## src/rtl/mc_ctrl_pkg.sv

```systemverilog
// Shared constants for the multi-cycle MIPS32 control sequencer:
// opcodes, state encoding and the datapath mux/ALU control codes.
package mc_ctrl_pkg;

   // Opcodes (IR[31:26]) understood by the sequencer
   localparam logic [5:0] OP_R    = 6'b000000;
   localparam logic [5:0] OP_J    = 6'b000010;
   localparam logic [5:0] OP_JAL  = 6'b000011;
   localparam logic [5:0] OP_BEQ  = 6'b000100;
   localparam logic [5:0] OP_ADDI = 6'b001000;
   localparam logic [5:0] OP_LW   = 6'b100011;
   localparam logic [5:0] OP_SW   = 6'b101011;

   // Sequencer states; IDLE and ERROR sit at the ends of the 4-bit range
   typedef enum logic [3:0] {
      IDLE   = 4'd0,
      FETCH  = 4'd1,
      DECODE = 4'd2,
      MEMADR = 4'd3,
      MEMRD  = 4'd4,
      MEMWB  = 4'd5,
      MEMWR  = 4'd6,
      EXEC   = 4'd7,
      ALUWB  = 4'd8,
      ADDIEX = 4'd9,
      ADDIWB = 4'd10,
      BRANCH = 4'd11,
      JUMP   = 4'd12,
      ERROR  = 4'd15
   } state_t;

   // ALU operation select
   localparam logic [1:0] ALUOP_ADD   = 2'b00;
   localparam logic [1:0] ALUOP_SUB   = 2'b01;
   localparam logic [1:0] ALUOP_FUNCT = 2'b10;
   localparam logic [1:0] ALUOP_ADDI  = 2'b11;

   // ALU B operand select
   localparam logic [1:0] SRCB_RT     = 2'b00;
   localparam logic [1:0] SRCB_FOUR   = 2'b01;
   localparam logic [1:0] SRCB_IMM    = 2'b10;
   localparam logic [1:0] SRCB_IMM_SH = 2'b11;

   // Register file write address select
   localparam logic [1:0] REGDST_RT = 2'b00;
   localparam logic [1:0] REGDST_RD = 2'b01;
   localparam logic [1:0] REGDST_RA = 2'b10;

   // Register file write data select
   localparam logic [1:0] M2R_ALUOUT = 2'b00;
   localparam logic [1:0] M2R_MDR    = 2'b01;
   localparam logic [1:0] M2R_PC     = 2'b10;

   // Next-PC select
   localparam logic [1:0] PCSRC_ALU    = 2'b00;
   localparam logic [1:0] PCSRC_ALUOUT = 2'b01;
   localparam logic [1:0] PCSRC_JUMP   = 2'b10;

   // States that own the shared memory port and wait on mem_ready
   function automatic logic is_mem_state(state_t s);
      return (s == FETCH) || (s == MEMRD) || (s == MEMWR);
   endfunction

endpackage

```

## src/rtl/multicycle_ctrl_fsm_if.sv

```systemverilog
// Datapath-facing bundle of the control sequencer.
// Handshake: the sequencer raises MemRead or MemWrite and holds it, together
// with IorD, until a cycle in which mem_ready is 1; that cycle completes the
// access. mem_ready in any cycle without a request is ignored.
interface multicycle_ctrl_fsm_if;
   logic [5:0] opcode;
   logic       mem_ready;
   logic       PCWrite;
   logic       PCWriteCond;
   logic       IorD;
   logic       MemRead;
   logic       MemWrite;
   logic       IRWrite;
   logic [1:0] RegDst;
   logic [1:0] MemtoReg;
   logic       RegWrite;
   logic       ALUSrcA;
   logic [1:0] ALUSrcB;
   logic [1:0] ALUOp;
   logic [1:0] PCSource;

   // Sequencer side: takes opcode/mem_ready, drives the control strobes
   modport master (
      input  opcode, mem_ready,
      output PCWrite, PCWriteCond, IorD, MemRead, MemWrite, IRWrite,
             RegDst, MemtoReg, RegWrite, ALUSrcA, ALUSrcB, ALUOp, PCSource
   );

   // Datapath/memory side
   modport slave (
      output opcode, mem_ready,
      input  PCWrite, PCWriteCond, IorD, MemRead, MemWrite, IRWrite,
             RegDst, MemtoReg, RegWrite, ALUSrcA, ALUSrcB, ALUOp, PCSource
   );
endinterface

```

## src/rtl/mem_wait_timer.sv

```systemverilog
// Counts consecutive memory wait cycles; saturates at TIMEOUT and flags it.
module mem_wait_timer #(
   parameter int TIMEOUT = 15,
   parameter int CNT_W   = 4
) (
   input  logic             clk,
   input  logic             reset,
   input  logic             clr,
   input  logic             inc,
   output logic [CNT_W-1:0] count,
   output logic             expired
);

   localparam logic [CNT_W-1:0] LIMIT = CNT_W'(TIMEOUT);

   // Clear has priority; increment stops at LIMIT so expired stays asserted
   always_ff @(posedge clk or posedge reset) begin
      if (reset)
         count <= '0;
      else if (clr)
         count <= '0;
      else if (inc && (count != LIMIT))
         count <= count + 1'b1;
   end

   assign expired = (count == LIMIT);

endmodule

```

## src/rtl/multicycle_ctrl_fsm.sv

```systemverilog
// Multi-cycle MIPS32 control sequencer: steps the shared memory port, ALU
// and IR/PC through FETCH/DECODE/EXEC/MEM/WB, stalling on mem_ready and
// locking into ERROR when a memory access waits too long.
module multicycle_ctrl_fsm
   import mc_ctrl_pkg::*;
#(
   parameter int TIMEOUT = 15,
   parameter int CNT_W   = 4
) (
   input  logic                        clk,
   input  logic                        reset,
   multicycle_ctrl_fsm_if.master       bus,
   output logic                        illegal_op,
   output logic                        mem_err,
   output logic [3:0]                  state_o
);

   state_t           state, next_state;
   logic             jal_q, sw_q;
   logic             in_mem, wait_clr, wait_inc, wait_expired;
   logic [CNT_W-1:0] wait_count;
   logic             unused_wait_count;

   assign in_mem   = is_mem_state(state);
   // Cleared whenever not waiting, so every memory state is entered at zero
   assign wait_clr = !in_mem || bus.mem_ready;
   assign wait_inc = in_mem && !bus.mem_ready;
   assign state_o  = state;
   assign unused_wait_count = ^wait_count;

   mem_wait_timer #(.TIMEOUT(TIMEOUT), .CNT_W(CNT_W)) u_wait (
      .clk     (clk),
      .reset   (reset),
      .clr     (wait_clr),
      .inc     (wait_inc),
      .count   (wait_count),
      .expired (wait_expired)
   );

   // State register
   always_ff @(posedge clk or posedge reset) begin
      if (reset) state <= IDLE;
      else       state <= next_state;
   end

   // Instruction flags captured in DECODE for the later MEMADR/JUMP steps
   always_ff @(posedge clk or posedge reset) begin
      if (reset) begin
         jal_q <= 1'b0;
         sw_q  <= 1'b0;
      end else if (state == DECODE) begin
         jal_q <= (bus.opcode == OP_JAL);
         sw_q  <= (bus.opcode == OP_SW);
      end
   end

   // Next-state and control strobes; everything defaults to inactive
   always_comb begin
      next_state       = state;
      bus.PCWrite      = 1'b0;
      bus.PCWriteCond  = 1'b0;
      bus.IorD         = 1'b0;
      bus.MemRead      = 1'b0;
      bus.MemWrite     = 1'b0;
      bus.IRWrite      = 1'b0;
      bus.RegDst       = REGDST_RT;
      bus.MemtoReg     = M2R_ALUOUT;
      bus.RegWrite     = 1'b0;
      bus.ALUSrcA      = 1'b0;
      bus.ALUSrcB      = SRCB_RT;
      bus.ALUOp        = ALUOP_ADD;
      bus.PCSource     = PCSRC_ALU;
      illegal_op       = 1'b0;
      mem_err          = 1'b0;
      case (state)
         IDLE: next_state = FETCH;
         FETCH: begin
            bus.MemRead = 1'b1;
            bus.ALUSrcB = SRCB_FOUR;
            bus.IRWrite = bus.mem_ready;
            bus.PCWrite = bus.mem_ready;
            if (bus.mem_ready)   next_state = DECODE;
            else if (wait_expired) next_state = ERROR;
         end
         DECODE: begin
            bus.ALUSrcB = SRCB_IMM_SH;
            case (bus.opcode)
               OP_LW, OP_SW:  next_state = MEMADR;
               OP_R:          next_state = EXEC;
               OP_ADDI:       next_state = ADDIEX;
               OP_BEQ:        next_state = BRANCH;
               OP_J, OP_JAL:  next_state = JUMP;
               default: begin
                  next_state = FETCH;
                  illegal_op = 1'b1;
               end
            endcase
         end
         MEMADR: begin
            bus.ALUSrcA = 1'b1;
            bus.ALUSrcB = SRCB_IMM;
            next_state  = sw_q ? MEMWR : MEMRD;
         end
         MEMRD: begin
            bus.MemRead = 1'b1;
            bus.IorD    = 1'b1;
            if (bus.mem_ready)     next_state = MEMWB;
            else if (wait_expired) next_state = ERROR;
         end
         MEMWB: begin
            bus.MemtoReg = M2R_MDR;
            bus.RegWrite = 1'b1;
            next_state   = FETCH;
         end
         MEMWR: begin
            bus.MemWrite = 1'b1;
            bus.IorD     = 1'b1;
            if (bus.mem_ready)     next_state = FETCH;
            else if (wait_expired) next_state = ERROR;
         end
         EXEC: begin
            bus.ALUSrcA = 1'b1;
            bus.ALUOp   = ALUOP_FUNCT;
            next_state  = ALUWB;
         end
         ALUWB: begin
            bus.RegDst   = REGDST_RD;
            bus.RegWrite = 1'b1;
            next_state   = FETCH;
         end
         ADDIEX: begin
            bus.ALUSrcA = 1'b1;
            bus.ALUSrcB = SRCB_IMM;
            bus.ALUOp   = ALUOP_ADDI;
            next_state  = ADDIWB;
         end
         ADDIWB: begin
            bus.RegWrite = 1'b1;
            next_state   = FETCH;
         end
         BRANCH: begin
            bus.ALUSrcA     = 1'b1;
            bus.ALUOp       = ALUOP_SUB;
            bus.PCWriteCond = 1'b1;
            bus.PCSource    = PCSRC_ALUOUT;
            next_state      = FETCH;
         end
         JUMP: begin
            bus.PCWrite  = 1'b1;
            bus.PCSource = PCSRC_JUMP;
            if (jal_q) begin
               bus.RegDst   = REGDST_RA;
               bus.MemtoReg = M2R_PC;
               bus.RegWrite = 1'b1;
            end
            next_state = FETCH;
         end
         ERROR: mem_err = 1'b1;
         default: next_state = IDLE;
      endcase
   end

endmodule

```

## src/flat_wrapper.sv

```systemverilog
// flat-port wrapper written by rule: the top's interface ports become plain ports
module multicycle_ctrl_fsm_flat import mc_ctrl_pkg::*;
#(
   parameter int TIMEOUT = 15,
   parameter int CNT_W   = 4
)
  (clk, reset, illegal_op, mem_err, state_o, bus_opcode, bus_mem_ready, bus_PCWrite, bus_PCWriteCond, bus_IorD, bus_MemRead, bus_MemWrite, bus_IRWrite, bus_RegDst, bus_MemtoReg, bus_RegWrite, bus_ALUSrcA, bus_ALUSrcB, bus_ALUOp, bus_PCSource);
  multicycle_ctrl_fsm_if bus_i ();
  input  logic clk;
  input  logic reset;
  output logic illegal_op;
  output logic mem_err;
  output logic [3:0] state_o;
  input wire logic [$bits(bus_i.opcode)-1:0] bus_opcode;
  input wire logic [$bits(bus_i.mem_ready)-1:0] bus_mem_ready;
  output wire logic [$bits(bus_i.PCWrite)-1:0] bus_PCWrite;
  output wire logic [$bits(bus_i.PCWriteCond)-1:0] bus_PCWriteCond;
  output wire logic [$bits(bus_i.IorD)-1:0] bus_IorD;
  output wire logic [$bits(bus_i.MemRead)-1:0] bus_MemRead;
  output wire logic [$bits(bus_i.MemWrite)-1:0] bus_MemWrite;
  output wire logic [$bits(bus_i.IRWrite)-1:0] bus_IRWrite;
  output wire logic [$bits(bus_i.RegDst)-1:0] bus_RegDst;
  output wire logic [$bits(bus_i.MemtoReg)-1:0] bus_MemtoReg;
  output wire logic [$bits(bus_i.RegWrite)-1:0] bus_RegWrite;
  output wire logic [$bits(bus_i.ALUSrcA)-1:0] bus_ALUSrcA;
  output wire logic [$bits(bus_i.ALUSrcB)-1:0] bus_ALUSrcB;
  output wire logic [$bits(bus_i.ALUOp)-1:0] bus_ALUOp;
  output wire logic [$bits(bus_i.PCSource)-1:0] bus_PCSource;
  assign bus_i.opcode = bus_opcode;
  assign bus_i.mem_ready = bus_mem_ready;
  assign bus_PCWrite = bus_i.PCWrite;
  assign bus_PCWriteCond = bus_i.PCWriteCond;
  assign bus_IorD = bus_i.IorD;
  assign bus_MemRead = bus_i.MemRead;
  assign bus_MemWrite = bus_i.MemWrite;
  assign bus_IRWrite = bus_i.IRWrite;
  assign bus_RegDst = bus_i.RegDst;
  assign bus_MemtoReg = bus_i.MemtoReg;
  assign bus_RegWrite = bus_i.RegWrite;
  assign bus_ALUSrcA = bus_i.ALUSrcA;
  assign bus_ALUSrcB = bus_i.ALUSrcB;
  assign bus_ALUOp = bus_i.ALUOp;
  assign bus_PCSource = bus_i.PCSource;
  multicycle_ctrl_fsm #(.TIMEOUT(TIMEOUT), .CNT_W(CNT_W)) u_core (.clk(clk), .reset(reset), .bus(bus_i), .illegal_op(illegal_op), .mem_err(mem_err), .state_o(state_o));
endmodule
```

## config.mk

```make
export PLATFORM = sky130hd
export DESIGN_NAME = multicycle_ctrl_fsm_flat
export DESIGN_NICKNAME = d
export VERILOG_FILES = /design/src/rtl/mc_ctrl_pkg.sv /design/src/rtl/multicycle_ctrl_fsm_if.sv /design/src/rtl/mem_wait_timer.sv /design/src/rtl/multicycle_ctrl_fsm.sv /design/src/flat_wrapper.sv
export SDC_FILE = /design/constraint.sdc
export NUM_CORES = 1
export LEC_CHECK = 0
export CAP_MARGIN = 20
export CORE_UTILIZATION = 41
export CTS_CLUSTER_DIAMETER = 60
export DETAILED_ROUTE_END_ITERATION = 6
export PLACE_DENSITY = 0.76
export SYNTH_ARGS = -nofsm -noshare
export SYNTH_HDL_FRONTEND = slang
export SYNTH_HIERARCHICAL = 1
export SYNTH_SLANG_ARGS = --single-unit
```

## constraint.sdc

```tcl
create_clock -name clk -period 1.8 [get_ports clk]
set_clock_uncertainty 0.15 [all_clocks]
set_input_delay 0.36 -clock clk [delete_from_list [all_inputs] [get_ports clk]]
set_output_delay 0.36 -clock clk [all_outputs]
set_load 0.01 [all_outputs]
```

==> results_dict.tcl <==
set metrics [dict create \
    worst_hold_slack_ns 0.152 \
    synthCells 126 \
    synth_top_area_share_pct 25.7 \
    finalSetupTns_ns -2.30 \
    firstDrtPassIters 4 \
    die_h_um 50.7 \
    worst_pin_slew_ns 0.389 \
    area_growth_syn_to_layout_pct 87.7 \
    synth_mux_area_share_pct 3.60 \
    clk_latency_ns 0.27 \
    dp_hpwl_mm 2.28 \
    globalplace.congestion 0.790 \
    register_area_um2 254 \
    synth-edff-count 0 \
    yosys.area_share.simple_pct 42.7 \
    rows 17 \
    yosysWarnings 6 \
    core-area_um2 2230 \
    crit_required_ns 1.80 \
    cts_root_buf "clkbuf_4" \
    synth_top_family_by_area "simple AND/OR/NAND/NOR gates" \
    max-slew-margin-rel_pct 73.8 \
    finalCriticalPeriod_ns 2.01 \
    min_period_over_period_pct 111 \
    utilization_pct 81.8 \
    grt_pass1_wl_mm 6.09 \
    leakage_nw 0.866 \
    diodes 0 \
    final_cell_area_um2 1830 \
    finalHoldViolCount 0 \
    numCtsBuffers 3 \
    peakVddDrop_uv 927 \
    worst_setup_path_end_kind "flip-flop" \
    synth-compound-area-share_pct 19.8 \
    syn_area_um2 973 \
    htreeDepth 1 \
    wl_per_cell_um 16.0 \
    final_nets 217 \
    yosys-top-cells-count "nor2_1, dfrtp_1, nand2b_1" \
    critical_path_class "reg2reg" \
    clk_pin_slew_worst_paths_ns 0.08 \
    place_ws_ns -0.761 \
    dpl_cell_area_um2 1590 \
    die_w_um 50.7 \
    synth_nets 136 \
    synth_ff_type "dfrtp_1" \
    async_flop_share_pct 100 \
    status "complete, but fails checks" \
    start_kind "flip-flop" \
    drive_above_1_share_pct 57.8 \
    clk_path_buf_depth 2 \
    fillerInstances 140 \
    grt_max_degree 12 \
    track_usage_pct 31.3 \
    grt_pass1_vias 1317 \
    vias 1309 \
    hold_buffers 0 \
    via_per_inst 5.59 \
    io_buffers 32 \
    yosys-top-cells-area "dfrtp_1, nand2b_1, nor2_1" \
    r2r_slack_ns -0.21 \
    power.density_nw_per_um2 1500 \
    synth_top_cell_by_area "dfrtp_1" \
    fin_ws_ns -0.205 \
    ys_seq_area_share_pct 25.7 \
    first_iter_violations 42 \
    drt_wl_total_mm 3.75 \
    setup_viol 22 \
    ys_ff_latch 10 \
    ant_nets 0 \
    pin_count 33 \
    syn_area_per_cell_um2 7.73 \
    max_freq_mhz 499 \
    cp.arrival_ns 2.01 \
    gr-total-overflow 0 \
    rsz0062_at_grt "yes" \
    ys_types 43 \
    cts_tree "done" \
    critPathMaxFanout 6 \
    cts.sinks 10 \
    synth_fa_ha_area_share_pct 1.29 \
    hold_class "in2async" \
    violations "negative setup slack" \
    synth_most_common_cell "nor2_1" \
    drc 0 \
    die_area_um2 2570 \
    initial_core_util_pct 43.6 \
    grt_antenna_before_repair 0 \
    synth-xor-area-share_pct 1.80 \
    max-cap-violations 0 \
    multiInputGateArea_um2 810 \
    slew_viol_final 0 \
]
path summary, 6_finish.rpt:
kind	start	to	cells past startpoint
max	u_core/state_o[2]$_DFFE_PP0N_	u_core/u_wait/count[0]$_DFFE_PP0P_	8
min	reset	u_core/u_wait/count[3]$_DFFE_PP0P_	2
max reg2reg	u_core/state_o[2]$_DFFE_PP0N_	u_core/u_wait/count[0]$_DFFE_PP0P_	8
min reg2reg	u_core/sw_q$_DFFE_PP0P_	u_core/sw_q$_DFFE_PP0P_	2
max in group asynchronous	reset	u_core/state_o[3]$_DFFE_PP0N_	2
min in group clk	u_core/sw_q$_DFFE_PP0P_	u_core/sw_q$_DFFE_PP0P_	2
critical path: stages (launching register included):
cell	delay, ns
dfrtp_2	0.49
buf_6	0.15
nor2_4	0.09
buf_6	0.10
nand2_2	0.04
a211o_4	0.33
inv_4	0.07
nor2b_4	0.16
mux2_4	0.30
layout make-up:
cell class / count / share of cell area (%)
multi-input combinational: 104 / 44.3
timing repair buffer: 83 / 36.7
sequential: 10 / 13.9
clock buffer: 4 / 1.99
tap: 28 / 1.92
inverter: 5 / 1.16
layout by cell type, fill, tap and decap left out, types with 3 or more instances in the layout:
master and count:
buf_2 14, buf_6 15, o21ai_0 5, nor2_1 10
a21oi_1 6, clkbuf_4 3, clkdlybuf4s15_1 3, nand2b_1 6
a21oi_2 3, buf_4 37, inv_1 4, and2_1 4
nand2b_4 5, clkdlybuf4s15_2 4, clkbuf_2 3, dlygate4sd2_1 5
dfrtp_2 3, dfrtp_1 7, nand2_2 4, nand2_1 5
and3_1 3, nor3_1 4
power breakdown:
part | leakage, nW | switching, W | internal [W]
logic | 0.715 | 0.000957 | 0.00115
registers | 0.130 | 0.000117 | 0.000300
clock network | 0.0210 | 0.0000887 | 0.000123
through the flow:
stage	instances	power, W
2_1_floorplan	126	0.00125
3_3_place_gp	215	0.00202
3_5_place_dp	215	0.00207
4_1_cts	231	0.00252
5_1_grt	234	0.00288
6_report	234	0.00274
layer usage:
layer	track usage (%)	wire, um	vias to the layer above
met2	59.1	2030	75
met1	35.3	1390	615
met5	0	0	-
li1	-	-	605
met3	3.94	228	14
met4	11.6	97	0
registers in the layout (all words and copies together), names as in the netlist:
signal	count
u_core/jal_q	1
u_core/sw_q	1
u_core/state_o	4
u_core/u_wait/count	4
logic make-up after synthesis:
family,Yosys count
flip-flops,10
AO/OA/AOI/OAI,28
multiplexers,3
XOR/XNOR,2
AND/OR/NAND/NOR,70
buffers and inverters,12
adder cells (fa/ha/maj),1
timing repair:
action	CTS	global route
endpoints found under the setup margin	29	26
endpoints found under the hold margin	0	0
pin swaps	14	5
resized for setup	127	15
setup buffers	13	5
Note: power is estimated with default switching activity, not from simulation.
